===== config.mk =====
export PLATFORM = sky130hd
export DESIGN_NAME = cbus_arbiter
export DESIGN_NICKNAME = d
export VERILOG_FILES = /design/src/rtl/cbus_arbiter.sv
export SDC_FILE = /design/constraint.sdc
export NUM_CORES = 1
export LEC_CHECK = 0
export BUFFER_PORTS_ARGS = -buffer_cell sky130_fd_sc_hd__buf_2
export CAP_MARGIN = 20
export CORE_AREA = 2 2 109 111
export DETAILED_ROUTE_END_ITERATION = 8
export DIE_AREA = 0 0 111 113
export GPL_ROUTABILITY_DRIVEN = 0
export HOLD_SLACK_MARGIN = 0.02
export PLACE_DENSITY = 0.67
export SYNTH_ARGS = -nofsm -noshare
export SYNTH_HDL_FRONTEND = slang
export SYNTH_SLANG_ARGS = --single-unit

===== constraint.sdc =====
create_clock -name clk -period 1.95 [get_ports clk]
set_input_delay 0.195 -clock clk [delete_from_list [all_inputs] [get_ports clk]]
set_output_delay 0.195 -clock clk [all_outputs]
set_load 0.005 [all_outputs]

===== src/rtl/cbus_arbiter.sv =====
// rtl/cbus_arbiter.sv - ibus/dbus arbiter onto a single-beat memory port
//
// Purpose: shares one memory port between instruction fetch (ibus) and the
// memory-stage data bus (dbus). The data bus wins arbitration unless the
// fetch bus has lost STARVE_LIMIT consecutive arbitrations. One transaction
// is in flight at a time, and IDLE always separates two transactions.
//
// Ports:
//   clk, reset                 clock, synchronous active-high reset
//   ireq_* / iresp_*           fetch request in, accept/completion out
//   dreq_* / dresp_*           data request in, accept/completion out
//   mreq_*                     latched memory request, zero when not active
//   mresp_ready, mresp_data    memory completion and read data
module cbus_arbiter #(
   parameter int unsigned STARVE_LIMIT = 4
) (
   input  logic        clk,
   input  logic        reset,
   input  logic        ireq_valid,
   input  logic [31:0] ireq_addr,
   output logic        iresp_addr_ok,
   output logic        iresp_data_ok,
   output logic [31:0] iresp_data,
   input  logic        dreq_valid,
   input  logic [31:0] dreq_addr,
   input  logic [2:0]  dreq_size,
   input  logic [3:0]  dreq_strobe,
   input  logic [31:0] dreq_data,
   output logic        dresp_addr_ok,
   output logic        dresp_data_ok,
   output logic [31:0] dresp_data,
   output logic        mreq_valid,
   output logic        mreq_is_write,
   output logic [31:0] mreq_addr,
   output logic [2:0]  mreq_size,
   output logic [3:0]  mreq_strobe,
   output logic [31:0] mreq_data,
   input  logic        mresp_ready,
   input  logic [31:0] mresp_data
);

   // Size is encoded as the byte count (MSIZE1=1, MSIZE2=2, MSIZE4=4).
   localparam logic [2:0] MSIZE4     = 3'd4;
   localparam logic [3:0] LIMIT      = 4'(STARVE_LIMIT);
   localparam logic [3:0] STARVE_MAX = 4'hF;

   typedef enum logic [1:0] {IDLE, SERVE_I, SERVE_D} state_t;

   state_t      state_q, state_d;
   logic [3:0]  starve_q, starve_d;
   logic        is_write_q, is_write_d;
   logic [31:0] addr_q, addr_d;
   logic [2:0]  size_q, size_d;
   logic [3:0]  strobe_q, strobe_d;
   logic [31:0] data_q, data_d;

   logic        grant_i;
   logic        grant_d;
   logic [31:0] rdata;

   always_comb begin
      state_d       = state_q;
      starve_d      = starve_q;
      is_write_d    = is_write_q;
      addr_d        = addr_q;
      size_d        = size_q;
      strobe_d      = strobe_q;
      data_d        = data_q;
      grant_i       = 1'b0;
      grant_d       = 1'b0;
      rdata         = 32'h0;
      iresp_addr_ok = 1'b0;
      iresp_data_ok = 1'b0;
      iresp_data    = 32'h0;
      dresp_addr_ok = 1'b0;
      dresp_data_ok = 1'b0;
      dresp_data    = 32'h0;
      mreq_valid    = 1'b0;
      mreq_is_write = 1'b0;
      mreq_addr     = 32'h0;
      mreq_size     = 3'h0;
      mreq_strobe   = 4'h0;
      mreq_data     = 32'h0;

      case (state_q)
         IDLE: begin
            grant_i = ireq_valid & (~dreq_valid | (starve_q >= LIMIT));
            grant_d = dreq_valid & ~grant_i;
            // Handshakes are suppressed under reset: the grant would be lost.
            iresp_addr_ok = grant_i & ~reset;
            dresp_addr_ok = grant_d & ~reset;
            if (grant_i) begin
               state_d    = SERVE_I;
               is_write_d = 1'b0;
               addr_d     = ireq_addr;
               size_d     = MSIZE4;
               strobe_d   = 4'h0;
               data_d     = 32'h0;
               starve_d   = 4'h0;
            end else if (grant_d) begin
               state_d    = SERVE_D;
               is_write_d = |dreq_strobe;
               addr_d     = dreq_addr;
               size_d     = dreq_size;
               strobe_d   = dreq_strobe;
               data_d     = dreq_data;
               if (ireq_valid && (starve_q != STARVE_MAX)) begin
                  starve_d = starve_q + 4'd1;
               end
            end
         end
         SERVE_I, SERVE_D: begin
            mreq_valid    = 1'b1;
            mreq_is_write = is_write_q;
            mreq_addr     = addr_q;
            mreq_size     = size_q;
            mreq_strobe   = strobe_q;
            mreq_data     = data_q;
            if (mresp_ready) begin
               state_d = IDLE;
            end
            // A reset in the completion cycle abandons the transaction.
            if (mresp_ready && !reset) begin
               rdata = is_write_q ? 32'h0 : mresp_data;
               if (state_q == SERVE_I) begin
                  iresp_data_ok = 1'b1;
                  iresp_data    = rdata;
               end else begin
                  dresp_data_ok = 1'b1;
                  dresp_data    = rdata;
               end
            end
         end
         default: state_d = IDLE;
      endcase
   end

   always_ff @(posedge clk) begin
      if (reset) begin
         state_q    <= IDLE;
         starve_q   <= 4'h0;
         is_write_q <= 1'b0;
         addr_q     <= 32'h0;
         size_q     <= 3'h0;
         strobe_q   <= 4'h0;
         data_q     <= 32'h0;
      end else begin
         state_q    <= state_d;
         starve_q   <= starve_d;
         is_write_q <= is_write_d;
         addr_q     <= addr_d;
         size_q     <= size_d;
         strobe_q   <= strobe_d;
         data_q     <= data_d;
      end
   end

endmodule

==> results_dict.tcl, run 1 <==
set metrics [dict create \
    synth_commonest_cells "nor2_1, dfxtp_1, and2_1" \
    synth-edff-count 0 \
    p_per_area_mw_per_mm2 730.3 \
    grt_util_all_layers 0.2273 \
    skew_ns 0.009236 \
    hold_violations 0 \
    crit_type "register to output port" \
    cp_data_required_time_ns 1.75 \
    rsz0062_at_grt "true" \
    timing.slew.headroom 0.7194 \
    ys_ff_latch 78 \
    ios 281 \
    status "finished with violations" \
    cp_max_fo 16 \
    netlist_area_mm2 0.004003 \
    yosysTopAreaCellShare 0.3901 \
    drt_iter0_drc 209 \
    ys_seq_area_frac 0.3901 \
    grt_pass1_vias 4677 \
    instances_no_fill 920 \
    antenna_found_initial 1 \
    via_count 4797 \
    grt_max_degree 45 \
    seqCellArea_mm2 0.001564 \
    initial_core_util 0.3551 \
    clk_pin_slew_worst_paths_ns 0.07 \
    layout.nets 915 \
    yosysTopAreaCell "dfxtp_1" \
    fmax_mhz 488.4 \
    clk_latency_ns 0.33 \
    vdd_drop_max_mv 0.4447 \
    fin_crit_sh 1.050 \
    avgSynthCellArea_um2 7.864 \
    start_kind "register" \
    worst_slack_ns -0.09754 \
    setup_viol 33 \
    fin_setup_tns_ns -1.603 \
    arrival_ns 1.85 \
    die_y_um 113 \
    avgRoutedWirePerCell_um 16.46 \
    dp_cells 895 \
    cts.sinks 78 \
    die_x_um 111 \
    dp_hpwl_um 10810 \
    first_pass_iters 4 \
    portBuffers 280 \
    synth_top_cells_by_area "dfxtp_1, and2_1, nor2_1" \
    ys.flop_type "dfxtp_1" \
    period_needed_ns 2.048 \
    async_flop_share 0 \
    cts_made_buffers 9 \
    r2r_slack_ns 0.45 \
    leakage_nw 3.119 \
    synthDistinctLibCells 29 \
    antenna_cells 0 \
    drc 0 \
    final_layout_size_suffix_gt1_frac 0.4813 \
    pre_cts_ws_ns 0.1801 \
    wl_um 15150 \
    area_growth_pct 54.52 \
    maxCapViolCount 0 \
    drt-vias-per-instance 5.214 \
    worst_pin_slew_ns 0.4210 \
    multi_input_area_mm2 0.002382 \
    cts_tree "done" \
    clockBufferDepth 2 \
    dpl-instance-area_mm2 0.005520 \
    synth.most_common_cell "nor2_1" \
    cts_root_buffer "clkbuf_16" \
    synthesis.nets 652 \
    grt_pass1_wl_um 23200 \
    synth_cells 509 \
    worstHoldPathType "input port to register" \
    core_mm2 0.01127 \
    utilization 0.5487 \
    violations "negative setup slack" \
    fp.dieArea_mm2 0.01254 \
    drtAntennaViolNets 0 \
    slew_violations 0 \
    core.rowCount 39 \
    overflow 0 \
    stdcell_area_mm2 0.006185 \
    fillers 1064 \
    cp-end-kind "output port" \
    yosys_warnings 0 \
    htree_levels 3 \
]
-- timing repair --
action                                  in CTS  in global routing
endpoints found under the setup margin      33                 99
endpoints found under the hold margin        0                  0
resized for setup                           14                 56
setup buffers                                2                  1
hold buffers                                 0                  0
pin swaps                                    8                  3
cloned                                       2                  4
-- flip-flops by register name, summed over array words and instances, names as in the netlist --
name,cells
addr_q,32
data_q,32
is_write_q,1
size_q,3
starve_q,4
state_q,2
strobe_q,4
-- placed cells by master, fill, tap and decap left out, types with 5 or more instances in the layout --
cell / instances
and2_1: 72
nand2b_1: 34
nand2_1: 6
o21ai_1: 5
dfxtp_1: 76
nor2_4: 9
a311oi_1: 33
a22o_1: 39
o21ai_0: 28
nor2_1: 57
buf_2: 280
nor2_2: 33
clkbuf_16: 12
nand3_1: 32
buf_4: 12
-- stage by stage --
stage / total power, mW / hold WS (ns)
after floorplan: 2.423 / 0.3277
after global placement: 2.835 / 0.4121
after detailed placement: 2.858 / 0.4156
after CTS: 4.537 / 0.05821
after global routing: 4.778 / 0.05840
final: 4.517 / 0.07396
-- layer usage --
layer	GRT usage	vias up	wire length [um]
met1	0.2491	2226	5583
met4	0.09167	2	408
met3	0.05410	27	1244
met2	0.4229	250	7897
li1	-	2292	-
met5	0	-	11
-- power breakdown --
group	switching [mW]	internal (mW)	total, mW
sequential	0.0781	1.75	1.83
clock	0.724	0.886	1.61
combinational	0.585	0.489	1.07
-- cell families (layout without fill, tap and decap cells) --
| group | Yosys count | in the layout | share of synthesized area |
|---|---|---|---|
| buffers and inverters | 58 | 326 | 0.05940 |
| DFF | 78 | 78 | 0.3901 |
| AOI/OAI and AO/OA | 115 | 115 | 0.2148 |
| and+or+nand+nor | 255 | 255 | 0.3264 |
| adders and majority gates | 3 | 3 | 0.009379 |
-- path summary, 6_finish.rpt --
kind | from | end | cells past startpoint
hold / removal | dreq_data[29] | data_q[29] | 2
hold reg to reg | data_q[18] | data_q[18] | 1
setup reg to reg | state_q[0] | addr_q[25] | 6
setup / recovery | state_q[0] | dresp_data[17] | 7
-- final cells by class --
type | count | share of cell area
Multi-Input combinational cell | 373 | 0.3852
Timing Repair Buffer | 305 | 0.2830
Sequential cell | 78 | 0.2529
Clock buffer | 9 | 0.03642
Tap cell | 143 | 0.02893
Clock inverter | 7 | 0.01052
Inverter | 5 | 0.003035
-- critical path: stages (launching register included) --
cell	delay [ns]
dfxtp_2	0.34
inv_2	0.05
ha_4	0.26
nand2_2	0.04
or3_4	0.40
buf_16	0.18
nor2_1	0.11
buf_2	0.13
Power figures use the tool's default switching activity.
==> run 2, diff against run 1 <==
--- a/config.mk
+++ b/config.mk
@@ -13,6 +13,7 @@
 export GPL_ROUTABILITY_DRIVEN = 0
 export HOLD_SLACK_MARGIN = 0.02
 export PLACE_DENSITY = 0.67
+export SKIP_LAST_GASP = 1
 export SYNTH_ARGS = -nofsm -noshare
 export SYNTH_HDL_FRONTEND = slang
 export SYNTH_SLANG_ARGS = --single-unit
==> run 2 against run 1 <==
Against the previous run: utilization shrank 0.18 points; worst hold slack better by 0.00075 ns; the flow still finishes with violations (negative setup slack); critical endpoint is now dresp_data[31]; cell count increased by 0.11%; non-clock buffer count unchanged; largest power group unchanged; register-to-register slack about the same; die area stayed put.
==> results_dict.tcl, run 2 (synthesis results as in run 1) <==
set metrics [dict create \
    status "finished with violations" \
    violations "negative setup slack" \
    drt-vias-per-instance 5.232 \
    pwr-share-seq 0.406 \
    clock_power_share 0.357 \
    worst_pin_slew_ns 0.4286 \
    fp.dieArea_mm2 0.01254 \
    intPower_mw 3.127 \
    switching_share 0.3065 \
    grt_util_all_layers 0.2272 \
    hold_end "data_q[29]" \
    power_switching_mw 1.382 \
    dpl-instance-area_mm2 0.005520 \
    cp-end-kind "output port" \
    drtAntennaViolNets 0 \
    drc 0 \
    hold_violations 0 \
    wl_um 15080 \
    cts_tree "done" \
    cp_slowest_cell "or3_4" \
    clockBufferDepth 2 \
    clk_latency_ns 0.33 \
    overflow 0 \
    worst_slack_ns -0.07481 \
    maxCapViolCount 0 \
    dp_hpwl_um 10810 \
    r2r_cells 6 \
    antenna_found_initial 2 \
    portBuffers 280 \
    avgRoutedWirePerCell_um 16.38 \
    worst_path_largest_cell_delay_ns 0.40 \
    whs_path_depth 2 \
    htree_levels 3 \
    via_count 4819 \
    initial_core_util 0.3551 \
    reg_top3 "addr_q: 32 flops, data_q: 32 flops" \
    cp_data_required_time_ns 1.75 \
    grt_pass1_wl_um 23190 \
    grt_pass1_vias 4678 \
    worstHoldPathType "input port to register" \
    clk_pin_slew_worst_paths_ns 0.07 \
    r2r-start "state_q[0]" \
    crit_family "simple AND/OR/NAND/NOR gates" \
    grt_max_degree 45 \
    cp_max_fo 16 \
    stdcell_area_mm2 0.006165 \
    die_x_um 111 \
    core_mm2 0.01127 \
    slew_violations 0 \
    leakage_nw 3.121 \
    first_pass_iters 4 \
    layout_common_cells "buf_2, dfxtp_1, and2_1" \
    period_needed_ns 2.025 \
    die_y_um 113 \
    fin_crit_sh 1.038 \
    skew_ns 0.008040 \
    p_per_area_mw_per_mm2 731.6 \
    critical_path_depth 7 \
    utilization 0.5469 \
    pre_cts_ws_ns 0.1801 \
    final_layout_size_suffix_gt1_frac 0.4698 \
    crit_type "register to output port" \
    fillers 1069 \
    drt_iter0_drc 228 \
    cts_made_buffers 9 \
    start_kind "register" \
    layout.nets 915 \
    ios 281 \
    rr_endpoint "addr_q[25]" \
    area_growth_pct 54.02 \
    fmax_mhz 493.9 \
    arrival_ns 1.83 \
    cts.sinks 78 \
    pwr-share-comb 0.237 \
    rsz0062_at_grt "true" \
    hold_start "dreq_data[29]" \
    core.rowCount 39 \
    r2r_slack_ns 0.45 \
    setup_viol 34 \
    cp_num_buf_inv 3 \
    crit_chain "inv_2 > ha_4 > nand2_2 > or3_4 > buf_16 > nor2_1 > buf_2" \
    final_common_cell "buf_2" \
    timing.slew.headroom 0.7142 \
    cts_root_buffer "clkbuf_16" \
    vdd_drop_max_mv 0.4449 \
]
[run 2: changes by cell type in the layout (fill, tap and decap cells not counted), sizes merged]
| cell | change |
|---|---|
| diode | +1 |
[run 2: how the worst max path moves through the flow]
stage                                 to  slack, ns       start
after floorplan           iresp_data[20]       0.22  state_q[0]
after global routing      dresp_data[17]      -0.14  state_q[0]
after global placement     dresp_data[6]       0.23  state_q[1]
final                     dresp_data[31]      -0.07  state_q[0]
after detailed placement  dresp_data[12]       0.18  state_q[0]
after CTS                 dresp_data[12]      -0.08  state_q[0]
[run 2: timing repair]
action | in CTS | in global routing
resized for setup | 13 | 48
buffers inserted | 2 | 1
pin swaps | 8 | 3
endpoints found under the setup margin | 33 | 99
gates cloned | 2 | 4
hold buffers | 0 | 0
[run 2: cell type report]
class | instances | area, um2 | area share
Tap cell | 143 | 178.9 | 0.02902
Timing Repair Buffer | 305 | 1750 | 0.2839
Clock buffer | 9 | 225.2 | 0.03653
Multi-Input combinational cell | 373 | 2360 | 0.3828
Antenna cell | 1 | 2.502 | 0.0004059
Clock inverter | 7 | 65.06 | 0.01055
Inverter | 5 | 18.77 | 0.003044
Sequential cell | 78 | 1564 | 0.2537
[run 2: metrics by stage]
stage	cells	power [mW]	setup TNS, ns	hold WS (ns)
finish	921	4.510	-1.557	0.07470
global route	921	4.770	-5.324	0.05840
CTS	915	4.537	-1.959	0.05821
detailed placement	895	2.858	0	0.4156
global placement	895	2.835	0	0.4121
floorplan	509	2.423	0	0.3277
[run 2: per-layer routing]
| layer | part of all wire | up-vias | global-route usage |
|---|---|---|---|
| met5 | 0.00073 | - | 0 |
| met4 | 0.036 | 2 | 0.09917 |
| met3 | 0.071 | 33 | 0.05463 |
| met2 | 0.51 | 236 | 0.4192 |
| met1 | 0.38 | 2257 | 0.2484 |
| li1 | - | 2291 | - |
[run 2: power groups by stage]
stage	combinational [mW]	clock [mW]	sequential, mW
2_1_floorplan	0.586	0	1.84
3_3_place_gp	0.978	0	1.86
3_5_place_dp	0.995	0	1.86
4_1_cts	1.04	1.67	1.83
5_1_grt	1.18	1.74	1.85
6_report	1.07	1.61	1.83
==> run 3, diff against run 2 <==
--- a/config.mk
+++ b/config.mk
@@ -7,12 +7,12 @@
 export LEC_CHECK = 0
 export BUFFER_PORTS_ARGS = -buffer_cell sky130_fd_sc_hd__buf_2
 export CAP_MARGIN = 20
-export CORE_AREA = 2 2 109 111
+export CORE_AREA = 2 2 110 112
 export DETAILED_ROUTE_END_ITERATION = 8
-export DIE_AREA = 0 0 111 113
+export DIE_AREA = 0 0 112 114
 export GPL_ROUTABILITY_DRIVEN = 0
 export HOLD_SLACK_MARGIN = 0.02
-export PLACE_DENSITY = 0.67
+export PLACE_DENSITY = 0.66
 export SKIP_LAST_GASP = 1
 export SYNTH_ARGS = -nofsm -noshare
 export SYNTH_HDL_FRONTEND = slang
==> run 3 against run 2 <==
Against the previous run: the run still ends with negative setup slack left; worst hold slack got worse by 0.0035 ns; critical path type unchanged; via count fell by 5.9%; setup slack improved by 0.013 ns; die area rose by 1.8%; maximum frequency rose by 0.66%; first-iteration DRC count fell by 11%; clock-buffer cell count did not move; cell count rose by 0.33%; sequential cell count did not move.
==> results_dict.tcl, run 3 (synthesis results as in run 1) <==
set metrics [dict create \
    final_common_cell "buf_2" \
    p_total_mw 4.434 \
    core_mm2 0.01171 \
    wl_um 13860 \
    fmax_mhz 497.1 \
    cts_root_buffer "clkbuf_16" \
    portBuffers 280 \
    antenna_found_initial 6 \
    skew_ns 0.01115 \
    clk_pin_slew_worst_paths_ns 0.07 \
    cp_num_buf_inv 3 \
    hold_violations 0 \
    dp_cells 898 \
    drc 0 \
    overflow 0 \
    grt_util_all_layers 0.2039 \
    initial_core_util 0.3418 \
    status "finished with violations" \
    dp_hpwl_um 10450 \
    die_y_um 114 \
    grt_max_degree 56 \
    crit_chain "inv_2 > ha_4 > nand2_2 > or3_4 > buf_12 > nor2_1 > buf_2" \
    period_needed_ns 2.012 \
    cp-end-kind "output port" \
    cp_slowest_cell "or3_4" \
    clockBufferDepth 2 \
    drt_iter0_drc 203 \
    die_x_um 112 \
    htree_levels 3 \
    cp_data_required_time_ns 1.75 \
    p_per_area_mw_per_mm2 746.8 \
    violations "negative setup slack" \
    via_count 4535 \
    utilization 0.5069 \
    final_layout_size_suffix_gt1_frac 0.4293 \
    vdd_drop_max_mv 0.5286 \
    dpl-instance-area_mm2 0.005524 \
    core.rowCount 40 \
    cts.sinks 78 \
    reg_top3 "addr_q: 32 flops, data_q: 32 flops" \
    worstHoldPathType "input port to register" \
    layout.nets 909 \
    fin_crit_sh 1.032 \
    worst_path_largest_cell_delay_ns 0.38 \
    timing.slew.headroom 0.7080 \
    crit_type "register to output port" \
    seqCellArea_mm2 0.001564 \
    grt_pass1_wl_um 21290 \
    grt_pass1_vias 4224 \
    cts_tree "done" \
    fillers 1151 \
    arrival_ns 1.82 \
    worst_pin_slew_ns 0.4381 \
    fin_setup_tns_ns -1.131 \
    stdcell_area_mm2 0.005937 \
    drt-vias-per-instance 4.908 \
    maxCapViolCount 0 \
    ios 281 \
    area_growth_pct 48.33 \
    pre_cts_ws_ns 0.1654 \
    crit_family "simple AND/OR/NAND/NOR gates" \
    slew_violations 0 \
    avgRoutedWirePerCell_um 15.00 \
    drtAntennaViolNets 0 \
    whs_ns 0.07119 \
    first_pass_iters 4 \
    cp_max_fo 9 \
    setup_viol 32 \
    leakage_nw 3.060 \
    fp.dieArea_mm2 0.01277 \
    layout_common_cells "buf_2, nor2_1, dfxtp_1" \
    multi_input_area_mm2 0.002256 \
    cts_made_buffers 9 \
    start_kind "register" \
    clk_latency_ns 0.33 \
    rsz0062_at_grt "true" \
    instances_no_fill 924 \
    worst_slack_ns -0.06158 \
]
## run 3: changes by cell type in the layout (fill, tap and decap cells not counted), moves of 3 or more
cell	change
buf_6	-3
diode_2	+5
nor2_4	-8
nor2_2	-19
nor2_1	+27
## run 3: layout make-up
| cell class | count | share of cell area |
|---|---|---|
| flip-flops and latches | 78 | 0.2634 |
| inverters | 5 | 0.003161 |
| diodes | 6 | 0.002529 |
| clock inverters | 7 | 0.009273 |
| clock buffers | 9 | 0.03793 |
| multi-input cells | 373 | 0.3800 |
| well taps | 147 | 0.03098 |
| repair buffers | 299 | 0.2727 |
## run 3: timing repair
item,CTS,global route
pin swaps,0,1
cloned,1,1
setup endpoints to repair,89,86
hold buffers,0,0
resized for setup,10,7
endpoints found under the hold margin,0,0
buffers inserted,0,2
## run 3: routing by layer
| layer | global-route usage | vias to the layer above | routed length, um | part of all wire |
|---|---|---|---|---|
| met2 | 0.3596 | 199 | 7044 | 0.51 |
| met1 | 0.2369 | 2042 | 5520 | 0.40 |
| met5 | 0 | - | 0 | 0 |
| li1 | - | 2274 | - | - |
| met4 | 0.1000 | 0 | 363 | 0.026 |
| met3 | 0.04145 | 20 | 931 | 0.067 |
## run 3: worst paths after layout
check	cells after the start	startpoint	endpoint	slack [ns]
worst min register to register	1	data_q[6]	data_q[6]	0.47
worst max-delay path	7	state_q[0]	dresp_data[29]	-0.06
worst max register to register	4	starve_q[3]	addr_q[23]	0.43
worst min-delay path	2	dreq_data[19]	data_q[19]	0.07
## run 3: report_power, final
group          internal [mW]  switching, mW  total, mW
Combinational          0.476          0.549       1.02
Clock                  0.878          0.706       1.58
Sequential              1.75         0.0720       1.83
## run 3: worst reg2reg max path: cells and delay by family (launching register included)
family | cells | cell delay [ns]
AO/OA/AOI/OAI | 1 | 0.32
flip-flops | 1 | 0.43
buffers and inverters | 1 | 0.35
AND/OR/NAND/NOR | 2 | 0.32
